`src/rtl/ctrl_pkg.sv`:
```
// Shared encodings for the pipelined control path: branch/jump/result/PC/forward codes,
// the bubble fill value and the branch-condition helper used in the E stage.
package ctrl_pkg;

    localparam logic [2:0] BR_NONE = 3'b000;
    localparam logic [2:0] BR_BEQ  = 3'b001;
    localparam logic [2:0] BR_BNE  = 3'b010;
    localparam logic [2:0] BR_BLT  = 3'b011;
    localparam logic [2:0] BR_BGE  = 3'b100;

    localparam logic [1:0] JMP_NONE = 2'b00;
    localparam logic [1:0] JMP_JAL  = 2'b01;
    localparam logic [1:0] JMP_JALR = 2'b10;

    localparam logic [1:0] RES_ALU = 2'b00;
    localparam logic [1:0] RES_MEM = 2'b01;
    localparam logic [1:0] RES_PC4 = 2'b10;
    localparam logic [1:0] RES_IMM = 2'b11;

    localparam logic [1:0] PC_PLUS4 = 2'b00;
    localparam logic [1:0] PC_IMM   = 2'b01;
    localparam logic [1:0] PC_ALU   = 2'b10;

    localparam logic [1:0] FWD_RF = 2'b00;
    localparam logic [1:0] FWD_W  = 2'b01;
    localparam logic [1:0] FWD_M  = 2'b10;

    // A bubble is an all-zero stage word: no write, no branch, rd = x0.
    localparam logic BUBBLE_BIT = 1'b0;

    function automatic logic branch_taken(input logic [2:0] branch,
                                          input logic       zero,
                                          input logic       lt);
        case (branch)
            BR_BEQ:  return zero;
            BR_BNE:  return !zero;
            BR_BLT:  return lt;
            BR_BGE:  return !lt;
            default: return 1'b0;
        endcase
    endfunction

endpackage

```
`src/rtl/ctrl_pipe_if.sv`:
```
// Control-path bundle between the decode controller / datapath and ctrl_pipe.
// Perf counter signals exist only when CTRL_PIPE_PERF_EN is defined.
interface ctrl_pipe_if #(
    parameter int REG_W      = 5,
    parameter int ALU_CTRL_W = 3
);
    logic                  regWriteD;
    logic                  memWriteD;
    logic                  ALUSrcD;
    logic                  luiD;
    logic [1:0]            resultSrcD;
    logic [1:0]            jumpD;
    logic [2:0]            branchD;
    logic [ALU_CTRL_W-1:0] aluCtrlD;
    logic [REG_W-1:0]      rs1D;
    logic [REG_W-1:0]      rs2D;
    logic [REG_W-1:0]      rdD;
    logic                  zeroE;
    logic                  ltE;

    logic                  ALUSrcE;
    logic                  luiE;
    logic [ALU_CTRL_W-1:0] aluCtrlE;
    logic [1:0]            PCSrcE;
    logic [1:0]            forwardAE;
    logic [1:0]            forwardBE;
    logic                  memWriteM;
    logic [1:0]            resultSrcM;
    logic                  regWriteW;
    logic [1:0]            resultSrcW;
    logic [REG_W-1:0]      rdW;
    logic                  stallF;
    logic                  stallD;
    logic                  flushD;
`ifdef CTRL_PIPE_PERF_EN
    logic [31:0]           stallCnt;
    logic [31:0]           flushCnt;
`endif

    modport master (
        output regWriteD, memWriteD, ALUSrcD, luiD, resultSrcD, jumpD, branchD,
               aluCtrlD, rs1D, rs2D, rdD, zeroE, ltE,
        input  ALUSrcE, luiE, aluCtrlE, PCSrcE, forwardAE, forwardBE, memWriteM,
               resultSrcM, regWriteW, resultSrcW, rdW, stallF, stallD, flushD
`ifdef CTRL_PIPE_PERF_EN
        , input stallCnt, flushCnt
`endif
    );

    modport slave (
        input  regWriteD, memWriteD, ALUSrcD, luiD, resultSrcD, jumpD, branchD,
               aluCtrlD, rs1D, rs2D, rdD, zeroE, ltE,
        output ALUSrcE, luiE, aluCtrlE, PCSrcE, forwardAE, forwardBE, memWriteM,
               resultSrcM, regWriteW, resultSrcW, rdW, stallF, stallD, flushD
`ifdef CTRL_PIPE_PERF_EN
        , output stallCnt, flushCnt
`endif
    );

endinterface

```
`src/rtl/ctrl_pipe_hazard_detect.sv`:
```
// Combinational hazard unit: load-use stall, control-hazard flush and
// E-stage operand forwarding selects.
module hazard_detect
    import ctrl_pkg::*;
#(
    parameter int REG_W = 5
) (
    input  logic [REG_W-1:0] rs1D,
    input  logic [REG_W-1:0] rs2D,
    input  logic [REG_W-1:0] rs1E,
    input  logic [REG_W-1:0] rs2E,
    input  logic [REG_W-1:0] rdE,
    input  logic [REG_W-1:0] rdM,
    input  logic [REG_W-1:0] rdW,
    input  logic [1:0]       resultSrcE,
    input  logic             regWriteM,
    input  logic             regWriteW,
    input  logic [1:0]       PCSrcE,
    output logic             stallF,
    output logic             stallD,
    output logic             flushD,
    output logic             flushE,
    output logic [1:0]       forwardAE,
    output logic [1:0]       forwardBE
);

    logic load_use;
    logic ctrl_hazard;

    // The newest producer (M) wins over the older one (W); x0 is never forwarded.
    function automatic logic [1:0] fwd_sel(input logic [REG_W-1:0] rs);
        if (regWriteM && (rdM != '0) && (rdM == rs)) return FWD_M;
        if (regWriteW && (rdW != '0) && (rdW == rs)) return FWD_W;
        return FWD_RF;
    endfunction

    always_comb begin
        // NOTE: every signal written here gets a default first, so no path can infer a latch.
        load_use    = 1'b0;
        ctrl_hazard = 1'b0;
        stallF      = 1'b0;
        stallD      = 1'b0;
        flushD      = 1'b0;
        flushE      = 1'b0;
        forwardAE   = FWD_RF;
        forwardBE   = FWD_RF;

        load_use    = (resultSrcE == RES_MEM) && (rdE != '0) &&
                      ((rdE == rs1D) || (rdE == rs2D));
        ctrl_hazard = (PCSrcE != PC_PLUS4);

        stallF    = load_use;
        stallD    = load_use;
        flushD    = ctrl_hazard;
        flushE    = load_use | ctrl_hazard;
        forwardAE = fwd_sel(rs1E);
        forwardBE = fwd_sel(rs2E);
    end

endmodule

```
`src/rtl/ctrl_pipe.sv`:
```
// Carries the decoded control word through the E/M/W stage registers and resolves
// branches in E. Optional stall/flush counters are enabled by CTRL_PIPE_PERF_EN.
module ctrl_pipe
    import ctrl_pkg::*;
#(
    parameter int REG_W      = 5,
    parameter int ALU_CTRL_W = 3
) (
    input  logic       clk,
    input  logic       rst,
    ctrl_pipe_if.slave bus
);

    typedef struct packed {
        logic                  reg_write;
        logic                  mem_write;
        logic                  alu_src;
        logic                  lui;
        logic [1:0]            result_src;
        logic [1:0]            jump;
        logic [2:0]            branch;
        logic [ALU_CTRL_W-1:0] alu_ctrl;
        logic [REG_W-1:0]      rs1;
        logic [REG_W-1:0]      rs2;
        logic [REG_W-1:0]      rd;
    } e_stage_t;

    typedef struct packed {
        logic             reg_write;
        logic             mem_write;
        logic [1:0]       result_src;
        logic [REG_W-1:0] rd;
    } m_stage_t;

    typedef struct packed {
        logic             reg_write;
        logic [1:0]       result_src;
        logic [REG_W-1:0] rd;
    } w_stage_t;

    localparam e_stage_t E_BUBBLE = {$bits(e_stage_t){BUBBLE_BIT}};
    localparam m_stage_t M_BUBBLE = {$bits(m_stage_t){BUBBLE_BIT}};
    localparam w_stage_t W_BUBBLE = {$bits(w_stage_t){BUBBLE_BIT}};

    e_stage_t   e_q, e_d;
    m_stage_t   m_q, m_d;
    w_stage_t   w_q, w_d;
    logic [1:0] pc_src;
    logic       stall;
    logic       stall_d_unused;
    logic       flush_d;
    logic       flush_e;
    logic [1:0] fwd_a;
    logic [1:0] fwd_b;

    always_comb begin
        pc_src = PC_PLUS4;
        if (e_q.jump == JMP_JALR) begin
            pc_src = PC_ALU;
        end else if ((e_q.jump == JMP_JAL) ||
                     branch_taken(e_q.branch, bus.zeroE, bus.ltE)) begin
            pc_src = PC_IMM;
        end
    end

    hazard_detect #(.REG_W(REG_W)) u_hazard (
        .rs1D       (bus.rs1D),
        .rs2D       (bus.rs2D),
        .rs1E       (e_q.rs1),
        .rs2E       (e_q.rs2),
        .rdE        (e_q.rd),
        .rdM        (m_q.rd),
        .rdW        (w_q.rd),
        .resultSrcE (e_q.result_src),
        .regWriteM  (m_q.reg_write),
        .regWriteW  (w_q.reg_write),
        .PCSrcE     (pc_src),
        .stallF     (stall),
        .stallD     (stall_d_unused),
        .flushD     (flush_d),
        .flushE     (flush_e),
        .forwardAE  (fwd_a),
        .forwardBE  (fwd_b)
    );

    // E is never stalled: a held D instruction re-enters E only after flushE inserts a bubble.
    always_comb begin
        e_d = E_BUBBLE;
        if (!flush_e) begin
            e_d.reg_write  = bus.regWriteD;
            e_d.mem_write  = bus.memWriteD;
            e_d.alu_src    = bus.ALUSrcD;
            e_d.lui        = bus.luiD;
            e_d.result_src = bus.resultSrcD;
            e_d.jump       = bus.jumpD;
            e_d.branch     = bus.branchD;
            e_d.alu_ctrl   = bus.aluCtrlD;
            e_d.rs1        = bus.rs1D;
            e_d.rs2        = bus.rs2D;
            e_d.rd         = bus.rdD;
        end
        m_d = '{reg_write: e_q.reg_write, mem_write: e_q.mem_write,
                result_src: e_q.result_src, rd: e_q.rd};
        w_d = '{reg_write: m_q.reg_write, result_src: m_q.result_src, rd: m_q.rd};
    end

    always_ff @(posedge clk) begin
        // NOTE: sequential state uses non-blocking assignments so every stage samples pre-edge values.
        if (rst) begin
            e_q <= E_BUBBLE;
            m_q <= M_BUBBLE;
            w_q <= W_BUBBLE;
        end else begin
            e_q <= e_d;
            m_q <= m_d;
            w_q <= w_d;
        end
    end

    assign bus.ALUSrcE    = e_q.alu_src;
    assign bus.luiE       = e_q.lui;
    assign bus.aluCtrlE   = e_q.alu_ctrl;
    assign bus.PCSrcE     = pc_src;
    assign bus.forwardAE  = fwd_a;
    assign bus.forwardBE  = fwd_b;
    assign bus.memWriteM  = m_q.mem_write;
    assign bus.resultSrcM = m_q.result_src;
    assign bus.regWriteW  = w_q.reg_write;
    assign bus.resultSrcW = w_q.result_src;
    assign bus.rdW        = w_q.rd;
    assign bus.stallF     = stall;
    assign bus.stallD     = stall_d_unused;
    assign bus.flushD     = flush_d;

`ifdef CTRL_PIPE_PERF_EN
    logic [31:0] stall_cnt_q, stall_cnt_d;
    logic [31:0] flush_cnt_q, flush_cnt_d;

    always_comb begin
        stall_cnt_d = stall_cnt_q + 32'(stall);
        flush_cnt_d = flush_cnt_q + 32'(pc_src != PC_PLUS4);
    end

    always_ff @(posedge clk) begin
        if (rst) begin
            stall_cnt_q <= '0;
            flush_cnt_q <= '0;
        end else begin
            stall_cnt_q <= stall_cnt_d;
            flush_cnt_q <= flush_cnt_d;
        end
    end

    assign bus.stallCnt = stall_cnt_q;
    assign bus.flushCnt = flush_cnt_q;
`endif

endmodule

```
`src/flat_wrapper.sv`:
```
// flat-port wrapper written by rule: the top's interface ports become plain ports
module ctrl_pipe_flat import ctrl_pkg::*;
#(
    parameter int REG_W      = 5,
    parameter int ALU_CTRL_W = 3
)
  (clk, rst, bus_regWriteD, bus_memWriteD, bus_ALUSrcD, bus_luiD, bus_resultSrcD, bus_jumpD, bus_branchD, bus_aluCtrlD, bus_rs1D, bus_rs2D, bus_rdD, bus_zeroE, bus_ltE, bus_ALUSrcE, bus_luiE, bus_aluCtrlE, bus_PCSrcE, bus_forwardAE, bus_forwardBE, bus_memWriteM, bus_resultSrcM, bus_regWriteW, bus_resultSrcW, bus_rdW, bus_stallF, bus_stallD, bus_flushD);
  ctrl_pipe_if #(.REG_W(REG_W), .ALU_CTRL_W(ALU_CTRL_W)) bus_i ();
  input  logic clk;
  input  logic rst;
  input wire logic [$bits(bus_i.regWriteD)-1:0] bus_regWriteD;
  input wire logic [$bits(bus_i.memWriteD)-1:0] bus_memWriteD;
  input wire logic [$bits(bus_i.ALUSrcD)-1:0] bus_ALUSrcD;
  input wire logic [$bits(bus_i.luiD)-1:0] bus_luiD;
  input wire logic [$bits(bus_i.resultSrcD)-1:0] bus_resultSrcD;
  input wire logic [$bits(bus_i.jumpD)-1:0] bus_jumpD;
  input wire logic [$bits(bus_i.branchD)-1:0] bus_branchD;
  input wire logic [$bits(bus_i.aluCtrlD)-1:0] bus_aluCtrlD;
  input wire logic [$bits(bus_i.rs1D)-1:0] bus_rs1D;
  input wire logic [$bits(bus_i.rs2D)-1:0] bus_rs2D;
  input wire logic [$bits(bus_i.rdD)-1:0] bus_rdD;
  input wire logic [$bits(bus_i.zeroE)-1:0] bus_zeroE;
  input wire logic [$bits(bus_i.ltE)-1:0] bus_ltE;
  output wire logic [$bits(bus_i.ALUSrcE)-1:0] bus_ALUSrcE;
  output wire logic [$bits(bus_i.luiE)-1:0] bus_luiE;
  output wire logic [$bits(bus_i.aluCtrlE)-1:0] bus_aluCtrlE;
  output wire logic [$bits(bus_i.PCSrcE)-1:0] bus_PCSrcE;
  output wire logic [$bits(bus_i.forwardAE)-1:0] bus_forwardAE;
  output wire logic [$bits(bus_i.forwardBE)-1:0] bus_forwardBE;
  output wire logic [$bits(bus_i.memWriteM)-1:0] bus_memWriteM;
  output wire logic [$bits(bus_i.resultSrcM)-1:0] bus_resultSrcM;
  output wire logic [$bits(bus_i.regWriteW)-1:0] bus_regWriteW;
  output wire logic [$bits(bus_i.resultSrcW)-1:0] bus_resultSrcW;
  output wire logic [$bits(bus_i.rdW)-1:0] bus_rdW;
  output wire logic [$bits(bus_i.stallF)-1:0] bus_stallF;
  output wire logic [$bits(bus_i.stallD)-1:0] bus_stallD;
  output wire logic [$bits(bus_i.flushD)-1:0] bus_flushD;
  assign bus_i.regWriteD = bus_regWriteD;
  assign bus_i.memWriteD = bus_memWriteD;
  assign bus_i.ALUSrcD = bus_ALUSrcD;
  assign bus_i.luiD = bus_luiD;
  assign bus_i.resultSrcD = bus_resultSrcD;
  assign bus_i.jumpD = bus_jumpD;
  assign bus_i.branchD = bus_branchD;
  assign bus_i.aluCtrlD = bus_aluCtrlD;
  assign bus_i.rs1D = bus_rs1D;
  assign bus_i.rs2D = bus_rs2D;
  assign bus_i.rdD = bus_rdD;
  assign bus_i.zeroE = bus_zeroE;
  assign bus_i.ltE = bus_ltE;
  assign bus_ALUSrcE = bus_i.ALUSrcE;
  assign bus_luiE = bus_i.luiE;
  assign bus_aluCtrlE = bus_i.aluCtrlE;
  assign bus_PCSrcE = bus_i.PCSrcE;
  assign bus_forwardAE = bus_i.forwardAE;
  assign bus_forwardBE = bus_i.forwardBE;
  assign bus_memWriteM = bus_i.memWriteM;
  assign bus_resultSrcM = bus_i.resultSrcM;
  assign bus_regWriteW = bus_i.regWriteW;
  assign bus_resultSrcW = bus_i.resultSrcW;
  assign bus_rdW = bus_i.rdW;
  assign bus_stallF = bus_i.stallF;
  assign bus_stallD = bus_i.stallD;
  assign bus_flushD = bus_i.flushD;
  ctrl_pipe #(.REG_W(REG_W), .ALU_CTRL_W(ALU_CTRL_W)) u_core (.clk(clk), .rst(rst), .bus(bus_i));
endmodule
```
`config.mk`:
```
export PLATFORM = sky130hd
export DESIGN_NAME = ctrl_pipe_flat
export DESIGN_NICKNAME = d
export VERILOG_FILES = /design/src/rtl/ctrl_pkg.sv /design/src/rtl/ctrl_pipe_if.sv /design/src/rtl/ctrl_pipe_hazard_detect.sv /design/src/rtl/ctrl_pipe.sv /design/src/flat_wrapper.sv
export SDC_FILE = /design/constraint.sdc
export NUM_CORES = 1
export LEC_CHECK = 0
export ABC_CLOCK_PERIOD_IN_PS = 2100
export BUFFER_PORTS_ARGS = -buffer_cell sky130_fd_sc_hd__buf_2
export CAP_MARGIN = 15
export CORE_ASPECT_RATIO = 0.5
export CORE_UTILIZATION = 41
export DETAILED_ROUTE_END_ITERATION = 6
export PLACE_DENSITY = 0.73
export SLEW_MARGIN = 20
export SYNTH_ARGS = -nofsm -noshare
export SYNTH_HDL_FRONTEND = slang
export SYNTH_SLANG_ARGS = --single-unit
```
`constraint.sdc`:
```
create_clock -name clk -period 2.1 [get_ports clk]
set_input_delay 0.21 -clock clk [delete_from_list [all_inputs] [get_ports clk]]
set_output_delay 0.21 -clock clk [all_outputs]
set_load 0.02 [all_outputs]
```
# ---- Yosys cells after proc, flatten, opt, wreduce, memory -nomap -nowiden
# Cells that the tools add are included.
# W data, S select, Z words.
dict set report word_totals {
  register_bits 46
  input_bits 33
  out_inout_bits 25
  elab_cells 67
}
dict set report classes {
  bitwise 1
  n_reduce_logical 17
  eq_ne 13
  n_mux 18
}
# operator n
set ops {}
lappend ops {{$eq A5 B5 Y1} 6}
lappend ops {{$mux W2} 9}
lappend ops {{$reduce_bool A5 Y1} 3}
lappend ops {{$logic_and A1 B1 Y1} 8}
lappend ops {{$mux W1} 8}
lappend ops {{$eq A3 B2 Y1 const B} 2}
lappend ops {{$eq A2 B1 Y1 const B} 2}
lappend ops {{$pmux W1 S4} 1}
lappend ops {{$eq A3 B1 Y1 const B} 1}
lappend ops {{$eq A3 B3 Y1 const B} 1}
lappend ops {{$eq A2 B2 Y1 const B} 1}
lappend ops {{$logic_not A1 Y1} 2}
lappend ops {{$logic_or A1 B1 Y1} 2}
lappend ops {{$reduce_bool A2 Y1} 1}
lappend ops {{$reduce_or A2 Y1} 1}
lappend ops {{$or A1 B1 Y1} 1}

# ---- Depth between registers and ports, before layout
dict set report depth {
  depth_word 9
  ltp_mapped 6
  mapped_depth_nobuf 4
}

# ---- By module
# From an unflattened synthesis, not the netlist that was laid out.
dict set report unflattened {
  cells_unflattened 164
  hier_area_um2 1754.2
}
# module cells_per_inst instances area_per_inst_um2 seq_area_each_um2
set modules_own_cells {}
lappend modules_own_cells {ctrl_pipe 109 1 1326.3 920.9}
lappend modules_own_cells {hazard_detect 55 1 427.9 0.0}

# ---- Worst setup path before layout
# Ideal clock, no wire load.
dict set report synth_timing {
  kind {reg-to-output}
  from {register u_core.m_q[1] (netlist bit)}
  to {output bus_forwardAE[0]}
  stages_incl_launch_ff 5
  path_buffers 0
  arrival_time_ns 1.879
  required_time_ns 1.890
  slack_ns 0.011
  cell_sequence {dfxtp_1 > or4_1 > o21ai_1 > nor4_1 > nor4_1}
}
dict set report synth_between {
  elab_chain_cells 5
  elab_cells_between_ends 6
  cone_classes {eq/ne (1); mux (2); reduce/logical (3)}
}
# element line
set synth_rtl {}
lappend synth_rtl {{from (decl)} ctrl_pipe.sv:46} ;# m_stage_t m_q, m_d;
lappend synth_rtl {{from (signal assigned)} ctrl_pipe.sv:115} ;# m_q <= m_d;
lappend synth_rtl {{$reduce_bool A5 Y1} ctrl_pipe_hazard_detect.sv:32} ;# if (regWriteM && (rdM != '0) && (rdM == rs)) return FWD_M;
lappend synth_rtl {{$logic_and A1 B1 Y1} ctrl_pipe_hazard_detect.sv:32}
lappend synth_rtl {{$logic_and A1 B1 Y1 (*)} ctrl_pipe_hazard_detect.sv:32}
lappend synth_rtl {{$mux W1 (*)} ctrl_pipe_hazard_detect.sv:32}
lappend synth_rtl {{$mux W2 (*)} ctrl_pipe_hazard_detect.sv:33} ;# if (regWriteW && (rdW != '0) && (rdW == rs)) return FWD_W;
lappend synth_rtl {{to (decl)} flat_wrapper.sv:28} ;# output wire logic [$bits(bus_i.forwardAE)-1:0] bus_forwardAE;
# Every way passes the cells marked *; elsewhere a longest branch is shown, timed or not.

# ---- Final worst setup path
dict set report layout_timing {
  from {register u_core.w_q (netlist bit u_core.bus.rdW[1])}
  to {output bus_forwardAE[0]}
}
dict set report layout_between {
  elab_chain_cells 7
  elab_cells_between_ends 9
  cone_classes {eq/ne (1); mux (5); reduce/logical (3)}
}
# element line
set layout_rtl {}
lappend layout_rtl {{from (decl)} ctrl_pipe.sv:47} ;# w_stage_t w_q, w_d;
lappend layout_rtl {{from (signal assigned)} ctrl_pipe.sv:116} ;# w_q <= w_d;
lappend layout_rtl {{$reduce_bool A5 Y1} ctrl_pipe_hazard_detect.sv:33}
lappend layout_rtl {{$logic_and A1 B1 Y1} ctrl_pipe_hazard_detect.sv:33}
lappend layout_rtl {{$logic_and A1 B1 Y1 (*)} ctrl_pipe_hazard_detect.sv:33}
lappend layout_rtl {{$mux W1 (2 in a row)} ctrl_pipe_hazard_detect.sv:33}
lappend layout_rtl {{$mux W2 (*)} ctrl_pipe_hazard_detect.sv:34} ;# return FWD_RF;
lappend layout_rtl {{$mux W2 (*)} ctrl_pipe_hazard_detect.sv:33}
# Every way passes the cells marked *; elsewhere a longest branch is shown, timed or not. The select of a mux whose other input is x is not followed.

==> run summary <==
hpwl dp: 3040 um
area enclosed by the die boundary: 5580 um2
quantity of I/O buffers inserted on ports: 57
mean instance size in the synthesized netlist: 10.6 um2
required time at the endpoint of the critical path: 1.89 ns
signal arrival time at the worst endpoint: 1.83 ns
reg2reg start: u_core.e_q[1]$_SDFF_PP0_
count of standard-cell rows: 18
Worst slew margin: 0.572
Critical Path Sink Type: output pin
Initial Util: 0.432
area share of and/or/nand/nor cells after synthesis: 0.111
DR iter-0 viols: 22
count of unresolved DRC violations after routing: 0
top cell types by occurrence after synthesis: sky130_fd_sc_hd__dfxtp_1, sky130_fd_sc_hd__inv_1, sky130_fd_sc_hd__a2111oi_2
clock tree buffer depth: 2
worst setup path start: u_core.bus.rdW[1]$_SDFF_PP0_
crit path to: bus_forwardAE[0]
share of synthesized area spent on multiplexers: 0.00521
number of nets with antenna violations after detailed routing: 0
Max rail drop VDD: 356 uV
clock tree sinks: 46
cts bufs inserted: 5
critical path depth: 4
critical-path maximum fanout: 4
via count of the routed design: 1524
top cells by area, synth: sky130_fd_sc_hd__dfxtp_1, sky130_fd_sc_hd__a2111oi_2, sky130_fd_sc_hd__xnor2_1, sky130_fd_sc_hd__xor2_1, sky130_fd_sc_hd__inv_1
share of post-route cells with drive strength above 1: 0.458
share of synthesized flip-flops with an asynchronous set or reset: 0
synthesized instance count: 203
max-slew violation count: 0
count of distinct cell types in the synthesized netlist: 25
R2R depth: 6
part of the Yosys area used for sequential elements: 0.426
internal reg-to-reg setup slack: 0.20 ns
area growth from synthesis to final layout: 23.3%
total of fill cells in the finished design: 469
final estimated routing congestion in global placement: 0.803
stage delay of the slowest cell on the critical path: 0.53 ns
number of iterations in the first detailed-routing pass: 3
most frequently used cell type in the post-synthesis netlist: sky130_fd_sc_hd__dfxtp_1
net count of the finished layout: 292
Synth Cell Area: 2160 um2
Power Dens Cells: 779 nW/um2
main flop type after synthesis: sky130_fd_sc_hd__dfxtp_1
xor-xnor portion of the synthesized cell area: 0.126
largest family of logic cells by synthesized area: compound AO/OA/AOI/OAI gates
r2r endpoint: u_core.e_q[10]$_SDFF_PP0_
number of flops mapped to enable cells by yosys: 0
Post-DP Area: 2500 um2
synthesized-area fraction occupied by ao, oa, aoi and oai cells: 0.212
worst path bufs/invs: 1
Multi-input gate area: 1040 um2
HP Class: input port to flip-flop
number of global-route vias before repair: 1408
number of synthesis warnings: 0
total core area: 5000 um2
root cell of the clock tree: sky130_fd_sc_hd__clkbuf_8
family of cells with the greatest summed delay on the critical path: simple AND/OR/NAND/NOR gates
number of failing setup endpoints in the final timing report: 0
sequential cell area: 938 um2
portion of synthesized cell area occupied by the leading cell type: 0.426
Finished Core Util: 0.533
Critical Setup Path Class: flip-flop to output pin
run status: complete, no violations
total I/O pin count: 58
critical path's slowest cell: sky130_fd_sc_hd__or4_1
depth of the CTS H-tree: 2
hold bufs inserted after CTS: 0
total congestion overflow: 0
antenna violations before repair: 0
Min Clock Period, post-route: 2.04 ns
power consumption: 2.07 mW
gr usage total: 0.148
first-pass GRT wire length: 6190 um
Least-Margin Pin Slew: 0.642 ns
final standard cell area without fillers: 2660 um2
unrepaired setup endpoints after global routing: yes
hold violation count in the final report: 0
arithmetic-cell share of the synthesized area counting full adders, half adders and majority gates: 0.00463
synthesized flop and latch total: 46
Final Skew: 0.00509 ns
share of the clock period used by the worst path: 0.972
total leakage power: 1.19 nW
highest achievable clock rate: 490 MHz
die width: 105 um
Clock Pin Slew Worst Setup and Hold Paths: 0.09 ns
largest area contributor in the netlist: sky130_fd_sc_hd__dfxtp_1
kind of start point of the critical path: flip-flop
final antenna diode count: 0
non-filler cells in the finished layout: 330
critical path cell sequence: xor2_1 > or4_1 > nor4_2 > buf_2
maximum number of pins on one net before global-route repair: 30
Synth Net Count: 236
Max Cap Violations: 0
TritonCTS clock tree: done
placed cells: 318
source-to-sink clock delay at the later pin of the worst-skew pair: 0.29 ns
overall die height: 53.3 um
drt via density: 4.62
Fin Hold WS: 0.147 ns
sum of routed wire length over all layers: 3930 um
Routed WL per cell: 11.9 um
==> cells by family after synthesis <==
family                     count (synthesis)
buffers and inverters                     52
muxes                                      1
AOI/OAI and AO/OA                         33
and+or+nand+nor                           39
xor gates and xnor gates                  31
DFF                                       46
adders and majority gates                  1
==> worst min path at each step <==
stage,from,depth (start not counted),slack [ns],to
final,bus_regWriteD,3,0.15,u_core.e_q[28]$_SDFF_PP0_
after global routing,bus_regWriteD,3,0.13,u_core.e_q[28]$_SDFF_PP0_
after CTS,bus_regWriteD,3,0.14,u_core.e_q[28]$_SDFF_PP0_
after detailed placement,u_core.e_q[27]$_SDFF_PP0_,1,0.43,u_core.bus.memWriteM$_SDFF_PP0_
after global placement,u_core.e_q[27]$_SDFF_PP0_,1,0.42,u_core.bus.memWriteM$_SDFF_PP0_
after floorplan,bus_rs1D[0],2,0.34,u_core.e_q[10]$_SDFF_PP0_
==> cell usage in the layout, fill, tap and decap left out, types with 2 or more instances in the layout <==
master | synthesis | final
sky130_fd_sc_hd__a2111oi_2 | 29 | 29
sky130_fd_sc_hd__buf_2 | 6 | 56
sky130_fd_sc_hd__buf_4 | 6 | 12
sky130_fd_sc_hd__clkbuf_8 | 0 | 5
sky130_fd_sc_hd__dfxtp_1 | 46 | 40
sky130_fd_sc_hd__dfxtp_2 | 0 | 2
sky130_fd_sc_hd__dfxtp_4 | 0 | 4
sky130_fd_sc_hd__inv_1 | 32 | 32
sky130_fd_sc_hd__nand2_1 | 3 | 3
sky130_fd_sc_hd__nand3_1 | 4 | 4
sky130_fd_sc_hd__nor2b_1 | 18 | 18
sky130_fd_sc_hd__nor4_1 | 4 | 2
sky130_fd_sc_hd__nor4_2 | 0 | 2
sky130_fd_sc_hd__or4_1 | 5 | 4
sky130_fd_sc_hd__xnor2_1 | 17 | 17
sky130_fd_sc_hd__xor2_1 | 14 | 14
==> layout make-up <==
class,count,share of cell area
clock inverter,3,0.00798
multi-input combinational,105,0.389
inverter,32,0.0451
timing repair buffer,69,0.147
clock buffer,5,0.0258
sequential,46,0.352
tap,70,0.0329
==> tightest hold or removal path: cells and delay by family <==
| kind | cells | cell delay [ns] |
|---|---|---|
| buffers and inverters | 2 | 0.14 |
| AOI/OAI and AO/OA | 1 | 0.04 |
==> flip-flops by register name (all words and copies together), names as in the netlist <==
register,count
u_core.bus.memWriteM,1
u_core.bus.resultSrcW,2
u_core.bus.resultSrcM,2
u_core.bus.rdW,5
u_core.bus.regWriteW,1
u_core.bus.aluCtrlE,3
u_core.m_q,6
u_core.e_q,24
u_core.bus.ALUSrcE,1
u_core.bus.luiE,1
==> through the flow <==
| stage | TNS, ns | setup WS (ns) |
|---|---|---|
| 4_1_cts | 0 | 0.0138 |
| 6_report | 0 | 0.0590 |
| 3_5_place_dp | 0 | 0.306 |
| 3_3_place_gp | 0 | 0.329 |
| 2_1_floorplan | 0 | 0.0106 |
| 5_1_grt | -0.0414 | -0.0414 |
==> power breakdown <==
| part | switching, mW | total (mW) | internal (mW) |
|---|---|---|---|
| clock network | 0.291 | 0.524 | 0.234 |
| logic | 0.299 | 0.539 | 0.240 |
| registers | 0.0630 | 1.01 | 0.948 |
==> routing by layer <==
| layer | GRT usage | share of wire | vias to the layer above | wire length, um |
|---|---|---|---|---|
| met5 | 0 | 0 | - | 0 |
| met4 | 0.0634 | 0.0061 | 0 | 24 |
| met3 | 0.0394 | 0.044 | 2 | 173 |
| met2 | 0.279 | 0.50 | 35 | 1970 |
| met1 | 0.164 | 0.45 | 687 | 1760 |
| li1 | - | - | 800 | - |
==> what timing repair did <==
| action | CTS | global route |
|---|---|---|
| setup endpoints to repair | 4 | 4 |
| setup buffers | 0 | 4 |
| resized for setup | 3 | 14 |
| pin swaps | 0 | 5 |
(Power assumes the default switching activity.)
